$ cat src/rtl/imem_loader_if.sv
// Byte-stream and instruction-memory write bundle for imem_loader.
// master = stream source / memory side, slave = loader.
interface imem_loader_if;
    logic        start;
    logic        byte_valid;
    logic [7:0]  byte_data;
    logic        byte_ready;
    logic        wr_en;
    logic [31:0] wr_addr;
    logic [31:0] wr_data;
    logic        busy;
    logic        cpu_hold;
    logic        done;
    logic        err;

    modport master (
        output start, byte_valid, byte_data,
        input  byte_ready, wr_en, wr_addr, wr_data,
        input  busy, cpu_hold, done, err
    );

    modport slave (
        input  start, byte_valid, byte_data,
        output byte_ready, wr_en, wr_addr, wr_data,
        output busy, cpu_hold, done, err
    );
endinterface

$ cat src/rtl/imem_loader.sv
// Loads a length-prefixed big-endian byte stream into instruction memory.
// Define IMEM_LOADER_CHECKSUM_EN to require a trailing XOR checksum byte.
module imem_loader #(
    parameter int          DEPTH     = 256,
    parameter logic [31:0] BASE_ADDR = 32'h0000_0000
) (
    input  logic         clk,
    input  logic         reset,
    imem_loader_if.slave bus
);
    localparam logic [2:0] S_IDLE   = 3'd0;
    localparam logic [2:0] S_LEN_HI = 3'd1;
    localparam logic [2:0] S_LEN_LO = 3'd2;
    localparam logic [2:0] S_DATA   = 3'd3;
    localparam logic [2:0] S_WRITE  = 3'd4;
`ifdef IMEM_LOADER_CHECKSUM_EN
    localparam logic [2:0] S_CHK    = 3'd5;
    localparam logic [2:0] S_TAIL   = S_CHK;
`endif
    localparam logic [2:0] S_FIN    = 3'd6;
`ifndef IMEM_LOADER_CHECKSUM_EN
    localparam logic [2:0] S_TAIL   = S_FIN;
`endif

    logic [2:0]  state_q, state_d;
    logic [15:0] len_q, len_d;
    logic [16:0] idx_q, idx_d;
    logic [1:0]  cnt_q, cnt_d;
    logic [31:0] word_q, word_d;
    logic [31:0] addr_q, addr_d;
    logic [31:0] data_q, data_d;
    logic        wen_q, wen_d;
    logic        err_q, err_d;
`ifdef IMEM_LOADER_CHECKSUM_EN
    logic [7:0]  sum_q, sum_d;
`endif

    logic        take;
    logic        in_range;
    logic [16:0] idx_inc;
    logic [15:0] len_nxt;
    logic [31:0] word_nxt;

    assign take     = bus.byte_valid & bus.byte_ready;
    assign idx_inc  = idx_q + 17'd1;
    assign len_nxt  = {len_q[15:8], bus.byte_data};
    assign word_nxt = {word_q[23:0], bus.byte_data};
    assign in_range = {15'd0, idx_q} < 32'(DEPTH);

    assign bus.byte_ready = (state_q == S_LEN_HI) | (state_q == S_LEN_LO)
`ifdef IMEM_LOADER_CHECKSUM_EN
                          | (state_q == S_CHK)
`endif
                          | (state_q == S_DATA);
    assign bus.busy     = (state_q != S_IDLE) & (state_q != S_FIN);
    assign bus.cpu_hold = bus.busy;
    assign bus.done     = (state_q == S_FIN);
    assign bus.wr_en    = wen_q;
    assign bus.wr_addr  = addr_q;
    assign bus.wr_data  = data_q;
    assign bus.err      = err_q;

    // Session FSM: length, word assembly, write strobe and error tracking
    always_comb begin
        state_d = state_q;
        len_d   = len_q;
        idx_d   = idx_q;
        cnt_d   = cnt_q;
        word_d  = word_q;
        addr_d  = addr_q;
        data_d  = data_q;
        wen_d   = 1'b0;
        err_d   = err_q;
`ifdef IMEM_LOADER_CHECKSUM_EN
        sum_d   = take ? (sum_q ^ bus.byte_data) : sum_q;
`endif
        case (state_q)
            S_IDLE: begin
                if (bus.start) begin
                    state_d = S_LEN_HI;
                    err_d   = 1'b0;
                    idx_d   = '0;
                    cnt_d   = '0;
`ifdef IMEM_LOADER_CHECKSUM_EN
                    sum_d   = '0;
`endif
                end
            end
            S_LEN_HI: begin
                if (take) begin
                    len_d   = {bus.byte_data, 8'h00};
                    state_d = S_LEN_LO;
                end
            end
            S_LEN_LO: begin
                if (take) begin
                    len_d   = len_nxt;
                    state_d = (len_nxt == 16'd0) ? S_TAIL : S_DATA;
                end
            end
            S_DATA: begin
                if (take) begin
                    cnt_d  = cnt_q + 2'd1;
                    word_d = word_nxt;
                    if (cnt_q == 2'd3) begin
                        state_d = S_WRITE;
                        data_d  = word_nxt;
                        addr_d  = BASE_ADDR + {13'd0, idx_q, 2'b00};
                        wen_d   = in_range;
                    end
                end
            end
            S_WRITE: begin
                idx_d = idx_inc;
                if (!in_range) err_d = 1'b1;
                state_d = (idx_inc < {1'b0, len_q}) ? S_DATA : S_TAIL;
            end
`ifdef IMEM_LOADER_CHECKSUM_EN
            S_CHK: begin
                if (take) begin
                    if (bus.byte_data != sum_q) err_d = 1'b1;
                    state_d = S_FIN;
                end
            end
`endif
            S_FIN:   state_d = S_IDLE;
            default: state_d = S_IDLE;
        endcase
    end

    // State registers with asynchronous abort to an idle, quiet loader
    always_ff @(posedge clk or posedge reset) begin
        if (reset) begin
            state_q <= S_IDLE;
            len_q   <= '0;
            idx_q   <= '0;
            cnt_q   <= '0;
            word_q  <= '0;
            addr_q  <= '0;
            data_q  <= '0;
            wen_q   <= 1'b0;
            err_q   <= 1'b0;
`ifdef IMEM_LOADER_CHECKSUM_EN
            sum_q   <= '0;
`endif
        end else begin
            state_q <= state_d;
            len_q   <= len_d;
            idx_q   <= idx_d;
            cnt_q   <= cnt_d;
            word_q  <= word_d;
            addr_q  <= addr_d;
            data_q  <= data_d;
            wen_q   <= wen_d;
            err_q   <= err_d;
`ifdef IMEM_LOADER_CHECKSUM_EN
            sum_q   <= sum_d;
`endif
        end
    end
endmodule

$ cat src/flat_wrapper.sv
// flat-port wrapper written by rule: the top's interface ports become plain ports
module imem_loader_flat 
#(
    parameter int          DEPTH     = 256,
    parameter logic [31:0] BASE_ADDR = 32'h0000_0000
)
  (clk, reset, bus_start, bus_byte_valid, bus_byte_data, bus_byte_ready, bus_wr_en, bus_wr_addr, bus_wr_data, bus_busy, bus_cpu_hold, bus_done, bus_err);
  imem_loader_if bus_i ();
  input  logic clk;
  input  logic reset;
  input wire logic [$bits(bus_i.start)-1:0] bus_start;
  input wire logic [$bits(bus_i.byte_valid)-1:0] bus_byte_valid;
  input wire logic [$bits(bus_i.byte_data)-1:0] bus_byte_data;
  output wire logic [$bits(bus_i.byte_ready)-1:0] bus_byte_ready;
  output wire logic [$bits(bus_i.wr_en)-1:0] bus_wr_en;
  output wire logic [$bits(bus_i.wr_addr)-1:0] bus_wr_addr;
  output wire logic [$bits(bus_i.wr_data)-1:0] bus_wr_data;
  output wire logic [$bits(bus_i.busy)-1:0] bus_busy;
  output wire logic [$bits(bus_i.cpu_hold)-1:0] bus_cpu_hold;
  output wire logic [$bits(bus_i.done)-1:0] bus_done;
  output wire logic [$bits(bus_i.err)-1:0] bus_err;
  assign bus_i.start = bus_start;
  assign bus_i.byte_valid = bus_byte_valid;
  assign bus_i.byte_data = bus_byte_data;
  assign bus_byte_ready = bus_i.byte_ready;
  assign bus_wr_en = bus_i.wr_en;
  assign bus_wr_addr = bus_i.wr_addr;
  assign bus_wr_data = bus_i.wr_data;
  assign bus_busy = bus_i.busy;
  assign bus_cpu_hold = bus_i.cpu_hold;
  assign bus_done = bus_i.done;
  assign bus_err = bus_i.err;
  imem_loader #(.DEPTH(DEPTH), .BASE_ADDR(BASE_ADDR)) u_core (.clk(clk), .reset(reset), .bus(bus_i));
endmodule
$ cat config.mk
export PLATFORM = sky130hd
export DESIGN_NAME = imem_loader_flat
export DESIGN_NICKNAME = d
export VERILOG_FILES = /design/src/rtl/imem_loader_if.sv /design/src/rtl/imem_loader.sv /design/src/flat_wrapper.sv
export SDC_FILE = /design/constraint.sdc
export NUM_CORES = 1
export LEC_CHECK = 0
export BUFFER_PORTS_ARGS = -buffer_cell sky130_fd_sc_hd__buf_2
export CAP_MARGIN = 0
export CORE_UTILIZATION = 50
export DETAILED_ROUTE_END_ITERATION = 10
export PLACE_DENSITY = 0.72
export SLEW_MARGIN = 10
export SYNTH_ARGS = -nofsm -noshare
export SYNTH_HDL_FRONTEND = slang
export SYNTH_SLANG_ARGS = --single-unit
export TNS_END_PERCENT = 5
$ cat constraint.sdc
create_clock -name clk -period 4.8 [get_ports clk]
set_clock_uncertainty 0.1 [all_clocks]
set_input_delay 0.96 -clock clk [delete_from_list [all_inputs] [get_ports clk]]
set_output_delay 0.96 -clock clk [all_outputs]
set_load 0.03 [all_outputs]
### Yosys cells after proc, flatten, opt, wreduce, memory -nomap -nowiden

Index checks and enable logic that the tools add are counted.

* register bits after elaboration: 113
* output and inout bits: 70
* word-level logic and storage cells: 68
* input port bits: 12

* mux-type cells: 22
* add/subtract/negate cells: 2
* reductions and logical operators: 14
* order comparisons: 2
* bitwise logic cells: 5
* equal/unequal tests: 13

Operators with widths (number)
* case mux 17 bit (2 select lines): 1
* case mux 16 bit (2 select lines): 1
* two-way mux 3 bit: 7
* adder 17 x 1 -> 17 bit, second input constant: 1
* less-than comparator 17 x 16 -> 1 bit: 1
* less-than comparator 17 x 9 -> 1 bit, second input constant: 1
* two-way mux 17 bit: 1
* logical NOT 16 bit: 1
* two-way mux 16 bit: 1
* case mux 3 bit (5 select lines): 1
* AND reduction 3 bit: 5
* two-way mux 8 bit: 1
* == test 3 x 2 -> 1 bit, second input constant: 2
* == test 3 bit, second input constant: 2
* inequality test 2 x 1 -> 1 bit, second input constant: 3
* inequality test 2 bit, second input constant: 3
* nonzero test 2 bit: 3
* two-way mux 1 bit: 5
* AND reduction 5 bit: 1
* two-way mux 2 bit: 2
* case mux 2 bit (2 select lines): 1
* AND reduction 2 bit: 2
* == test 3 x 1 -> 1 bit, second input constant: 1
* logical NOT 3 bit: 1
* other kinds (8): 10

### Logic depth before layout (Yosys ltp)

* word-level depth: 6
* mapped depth: 13
* mapped depth without buffers: 12

### Worst setup path after synthesis

OpenSTA, ideal clock, no wires.

* path kind: register -> register
* start: register u_core.idx_q[0]
* end: register u_core.state_q[2]
* setup time: 0.083 ns
* stages on the path, launching flop included: 14
* data required time: 4.617 ns
* data arrival time: 2.790 ns
* buffers on the path: 1
* slack: 1.828 ns
* clock period less this slack: 2.972 ns
* cell sequence: dfrtp_1 > ha_1 > and3_1 > buf_4 > and3_1 > and3_4 > xor2_2 > ha_1 > nand3_1 > nor3_1 > o21ai_0 > a2111oi_0 > nor3_1 > o22ai_1

* cells in the longest elaborated chain, start to end: 4

Ends and longest elaborated chain
* start, declared: RTL line imem_loader.sv:27 `logic [16:0] idx_q, idx_d;`
* start signal, assigned: RTL line imem_loader.sv:149 `idx_q <= idx_d;`
* adder 17 x 1 -> 17 bit: RTL line imem_loader.sv:45 `assign idx_inc = idx_q + 17'd1;`
* less-than comparator 17 x 16 -> 1 bit: RTL line imem_loader.sv:116 `state_d = (idx_inc < {1'b0, len_q}) ? S_DATA : S_TAIL;`
* two-way mux 3 bit: RTL line imem_loader.sv:116
* case mux 3 bit (5 select lines): RTL line imem_loader.sv:77 `case (state_q)`
* end signal, assigned: RTL line imem_loader.sv:147 `state_q <= state_d;`
* end, declared: RTL line imem_loader.sv:25 `logic [2:0] state_q, state_d;`

No other way between the ends.
A chain may end at the register's enable or synchronous reset.

### Final worst setup path

* start: register u_core.idx_q[7]
* end: register u_core.state_q[2]

The elaborated chain is that of the path after synthesis.

==> results.md <==
Status:
- The run finished with clean final reports.

Place:
- Once detailed placement completed, the half-perimeter wirelength came to 7.20 mm.
- Once placement finished, the instance area stood at 5630 µm².
- Routability-driven placement finished with a final weighted congestion of 0.821.
- The post-placement setup slack is 1480 ps.
- The number of input and output port buffers inserted is 66.

Synthesis:
- The portion of synthesized area spent on multiplexers is 15.8%.
- For this run, the leading register cell type out of synthesis is sky130_fd_sc_hd__dfrtp_1.
- Counting flops with a built-in enable in the synthesized netlist gives 0.
- The sequential-to-total area share from yosys stat is 53.8%.
- By area the synthesized netlist is led by sky130_fd_sc_hd__dfrtp_1, sky130_fd_sc_hd__mux2_2, sky130_fd_sc_hd__ha_1.
- The biggest area consumer among synthesized cells is sky130_fd_sc_hd__dfrtp_1.
- Of the total synthesized cell area, the portion taken by AND, OR, NAND and NOR gates is 8.57%.
- Of the total synthesized cell area, the portion taken by XOR and XNOR cells is 2.64%.
- Synthesis handed over a netlist of 446 instances.
- The proportion of register bits with asynchronous set or reset after synthesis is 100%.
- Of the total synthesized cell area, the portion taken by full adders, half adders and majority gates is 4.04%.
- Yosys printed 0 warnings.
- The largest family of logic cells by synthesized area is multiplexers.
- The synthesized-area fraction occupied by ao, oa, aoi and oai cells is 9.61%.
- After synthesis the netlist holds a flip-flop and latch count of 113.
- The number of distinct library cell variants in the gate-level netlist after synthesis is 46.
- The mapped netlist covers 5260 µm².
- The mean post-synth cell area is 11.8 µm².
- The share of synthesized area in the top cell type comes to 53.8%.

CTS:
- The number of buffers inserted to repair setup after CTS is 0.
- For the worst-skew pair, the clock arrives at the later sink with an insertion delay of 500 ps.
- CTS built an H-tree with a depth of 4.
- The CTS tree is done.
- Clock tree synthesis found a total of 113 sinks.
- The clock-pin slew of the registers on the worst-case setup and hold paths is 60 ps.
- The number of hold-repair buffers added at the cts stage is 0.
- No sink is reached through more buffers than the 2 on the longest clock path.
- The number of buffers inserted during clock tree synthesis is 17.
- In this run, post-CTS repair resized a total of 0 instances.
- CTS placed an instance of sky130_fd_sc_hd__clkbuf_8 at the clock tree root.

Detailed routing:
- The count of antenna-violating nets left after detailed routing is 0.
- After the first detailed-routing iteration, the DRC count stood at 147.
- The length of the first detailed-routing pass in iterations is 5.
- For this block, the via count after detailed routing is 3541.
- In the routed design, unresolved DRC markers number 0.
- After detailed routing, the number of vias per cell comes to 5.37.
- The routed wire length per instance is 16.0 µm.
- The total wire length after detailed routing is 10.5 mm.

Cells and area:
- In the layout the commonest cells are sky130_fd_sc_hd__dfrtp_1, sky130_fd_sc_hd__mux2_2, sky130_fd_sc_hd__buf_2.
- The number of diodes added for antenna fixing is 0.
- The area added between synthesis and finish is 18.5%.
- At the end of the flow, the number of nets in the layout was 540.
- The final standard cell area without fillers is 6230 µm².
- The post-route netlist has 35.1% of its cells at a drive strength greater than 1.
- The leading cell type in the layout, fill and taps excluded is sky130_fd_sc_hd__dfrtp_1.

STA:
- The smallest clock period supported by the final layout is computed as 3430 ps.
- The transition time at the pin with the least slew margin is 983 ps.
- The worst pin sits at a relative slew slack of 34.1%.
- Setup violations remaining at the end of the flow were counted as 0.
- Setup total negative slack on the finished layout was measured at 0 ps.
- The least setup slack across all paths after layout is 1370 ps.
- Across all hold checks on the routed design, the worst slack comes to 382 ps.
- The number of hold violations in the final report was 0.
- Based on the critical path, the design can be clocked at up to 292 MHz.
- Setup repair after global routing left no endpoint under its margin.
- The final critical path takes up 71.4% of the cycle.
- The number of max-slew violations in the final report is 0.

GRT:
- The remaining global-route overflow is 0.
- The initial antenna violation count came to 0.
- The first global-routing pass estimated 17.6 mm of wire.
- Global routing used 20.9% of the available tracks.
- The maximum number of pins on one net before global-route repair is 78.
- The via count of the first global-routing pass came to 3518.

Power:
- For this design the static power due to leakage is 3.07 nW.
- The post-route total power is 4.12 mW.
- The worst-case IR drop observed on VDD is 0.339 mV.
- Power spread over the standard cell area amounts to 661 nW/µm².

Critical path:
- For the worst setup path, the data required time is 5120 ps.
- The critical path goes through and4_1, nand4_1, nor3_1, xor2_1, ha_1, nand3_1, nor3_1, o21ai_0, a2111oi_0, nor3_1, o22ai_1.
- STA classifies the critical path endpoint as a flop.
- For flop-to-flop paths, the worst setup slack is 1370 ps.
- Data on the critical path arrives at its endpoint at 3750 ps.
- The critical-path maximum fanout is 9.
- Among all stages on the critical path, the largest delay is contributed by sky130_fd_sc_hd__a2111oi_0.
- The cell seen most often among critical-path stages is sky130_fd_sc_hd__nor3_1.
- The delay contributed by the slowest stage of the critical path is 590 ps.
- The critical path class is reg2reg.
- The startpoint class of the critical path is a flop.

Die:
- The total core area is 10300 µm².
- The number of placement rows is 37.
- From bottom edge to top edge, the die measures 105 µm.
- The I/O pin count is 82.
- From left edge to right edge, the die measures 105 µm.
- Once the floorplan was initialized, standard cells occupied 51.2% of the core.
- The die covers 10900 µm².

Flow run:
- Max-cap violations in this run came to 0.

Worst hold path:
- The path class of the tightest hold or removal check is reg2reg.
registers in the layout, indices dropped and copies added, names as in the netlist:
signal	flops
u_core.bus.wr_en	1
u_core.bus.wr_data	32
u_core.idx_q	17
u_core.state_q	3
u_core.word_q	24
u_core.cnt_q	2
u_core.len_q	16
u_core.bus.wr_addr	17
u_core.bus.err	1
cells in the mapped netlist (2+ instances only):
cell type	number
sky130_fd_sc_hd__dfrtp_1	113
sky130_fd_sc_hd__nand3_1	9
sky130_fd_sc_hd__nor4_1	5
sky130_fd_sc_hd__ha_1	17
sky130_fd_sc_hd__o31ai_1	6
sky130_fd_sc_hd__xor2_1	5
sky130_fd_sc_hd__a21oi_1	8
sky130_fd_sc_hd__and3_4	2
sky130_fd_sc_hd__buf_2	11
sky130_fd_sc_hd__o21ai_0	29
sky130_fd_sc_hd__and4_1	2
sky130_fd_sc_hd__clkbuf_1	9
sky130_fd_sc_hd__nand4_1	2
sky130_fd_sc_hd__a2bb2oi_1	7
sky130_fd_sc_hd__and2_1	3
sky130_fd_sc_hd__nand2_1	42
sky130_fd_sc_hd__buf_4	18
sky130_fd_sc_hd__a211oi_1	2
sky130_fd_sc_hd__inv_1	17
sky130_fd_sc_hd__o21a_1	2
sky130_fd_sc_hd__mux2_2	73
sky130_fd_sc_hd__and3_1	4
sky130_fd_sc_hd__xnor2_1	9
sky130_fd_sc_hd__nor2_1	14
sky130_fd_sc_hd__a21o_1	6
sky130_fd_sc_hd__a22o_1	7
sky130_fd_sc_hd__nor3_1	5
worst max-delay path, delay by kind of cell, from the launching register on:
kind            cells  cell delay, ps
compound gates      3             890
xor+xnor            1             130
fa+ha+maj           1             310
flops               1             480
simple gates        6            1440
power breakdown:
part | total, mW | switching [mW] | internal (mW) | leakage (nW)
Sequential | 1.57 | 0.263 | 1.31 | 1.45
Clock | 1.25 | 0.435 | 0.816 | 0.282
Combinational | 1.30 | 0.762 | 0.537 | 1.34
Total | 4.12 | 1.46 | 2.66 | 3.07
metrics by stage:
| step | cells | utilization (%) |
|---|---|---|
| floorplan | 460 | - |
| global placement | 628 | 54.8 |
| detailed placement | 628 | 54.8 |
| CTS | 660 | 60.6 |
| global route | 660 | 60.6 |
| finish | 660 | 60.6 |
final timing paths:
path                       cells after the start           endpoint       startpoint
setup / recovery                              11  u_core.state_q[2]  u_core.idx_q[7]
hold / removal                                 2    u_core.len_q[2]  u_core.len_q[2]
setup reg to reg                              11  u_core.state_q[2]  u_core.idx_q[7]
hold reg to reg                                2    u_core.len_q[2]  u_core.len_q[2]
max in group asynchronous                      3  u_core.word_q[15]            reset
min in group asynchronous                      3    u_core.len_q[3]            reset
final cells by class:
class / instances / area [µm²]
Fill cell: 837 / 4050
Sequential cell: 113 / 2830
Multi-Input combinational cell: 292 / 2210
Clock buffer: 19 / 442
Timing Repair Buffer: 70 / 360
Tap cell: 136 / 170
Clock inverter: 13 / 160
Inverter: 17 / 66.3
layer usage:
| metal | share of wire [%] | global-route usage, % | wire length [µm] | up-vias |
|---|---|---|---|---|
| met1 | 46 | 27.8 | 4820 | 1757 |
| li1 | - | - | - | 1680 |
| met2 | 48 | 33.4 | 5090 | 89 |
| met3 | 4.1 | 4.74 | 432 | 15 |
| met4 | 1.8 | 8.27 | 189 | 0 |
| met5 | 0 | 0 | 0 | - |
logic make-up after synthesis:
kind of cell	after synthesis
XOR/XNOR	15
multiplexers	74
adder cells (fa/ha/maj)	17
other	1
AO/OA/AOI/OAI	77
flip-flops	113
AND/OR/NAND/NOR	94
buffers and inverters	55
Power figures use the tool's default switching activity.
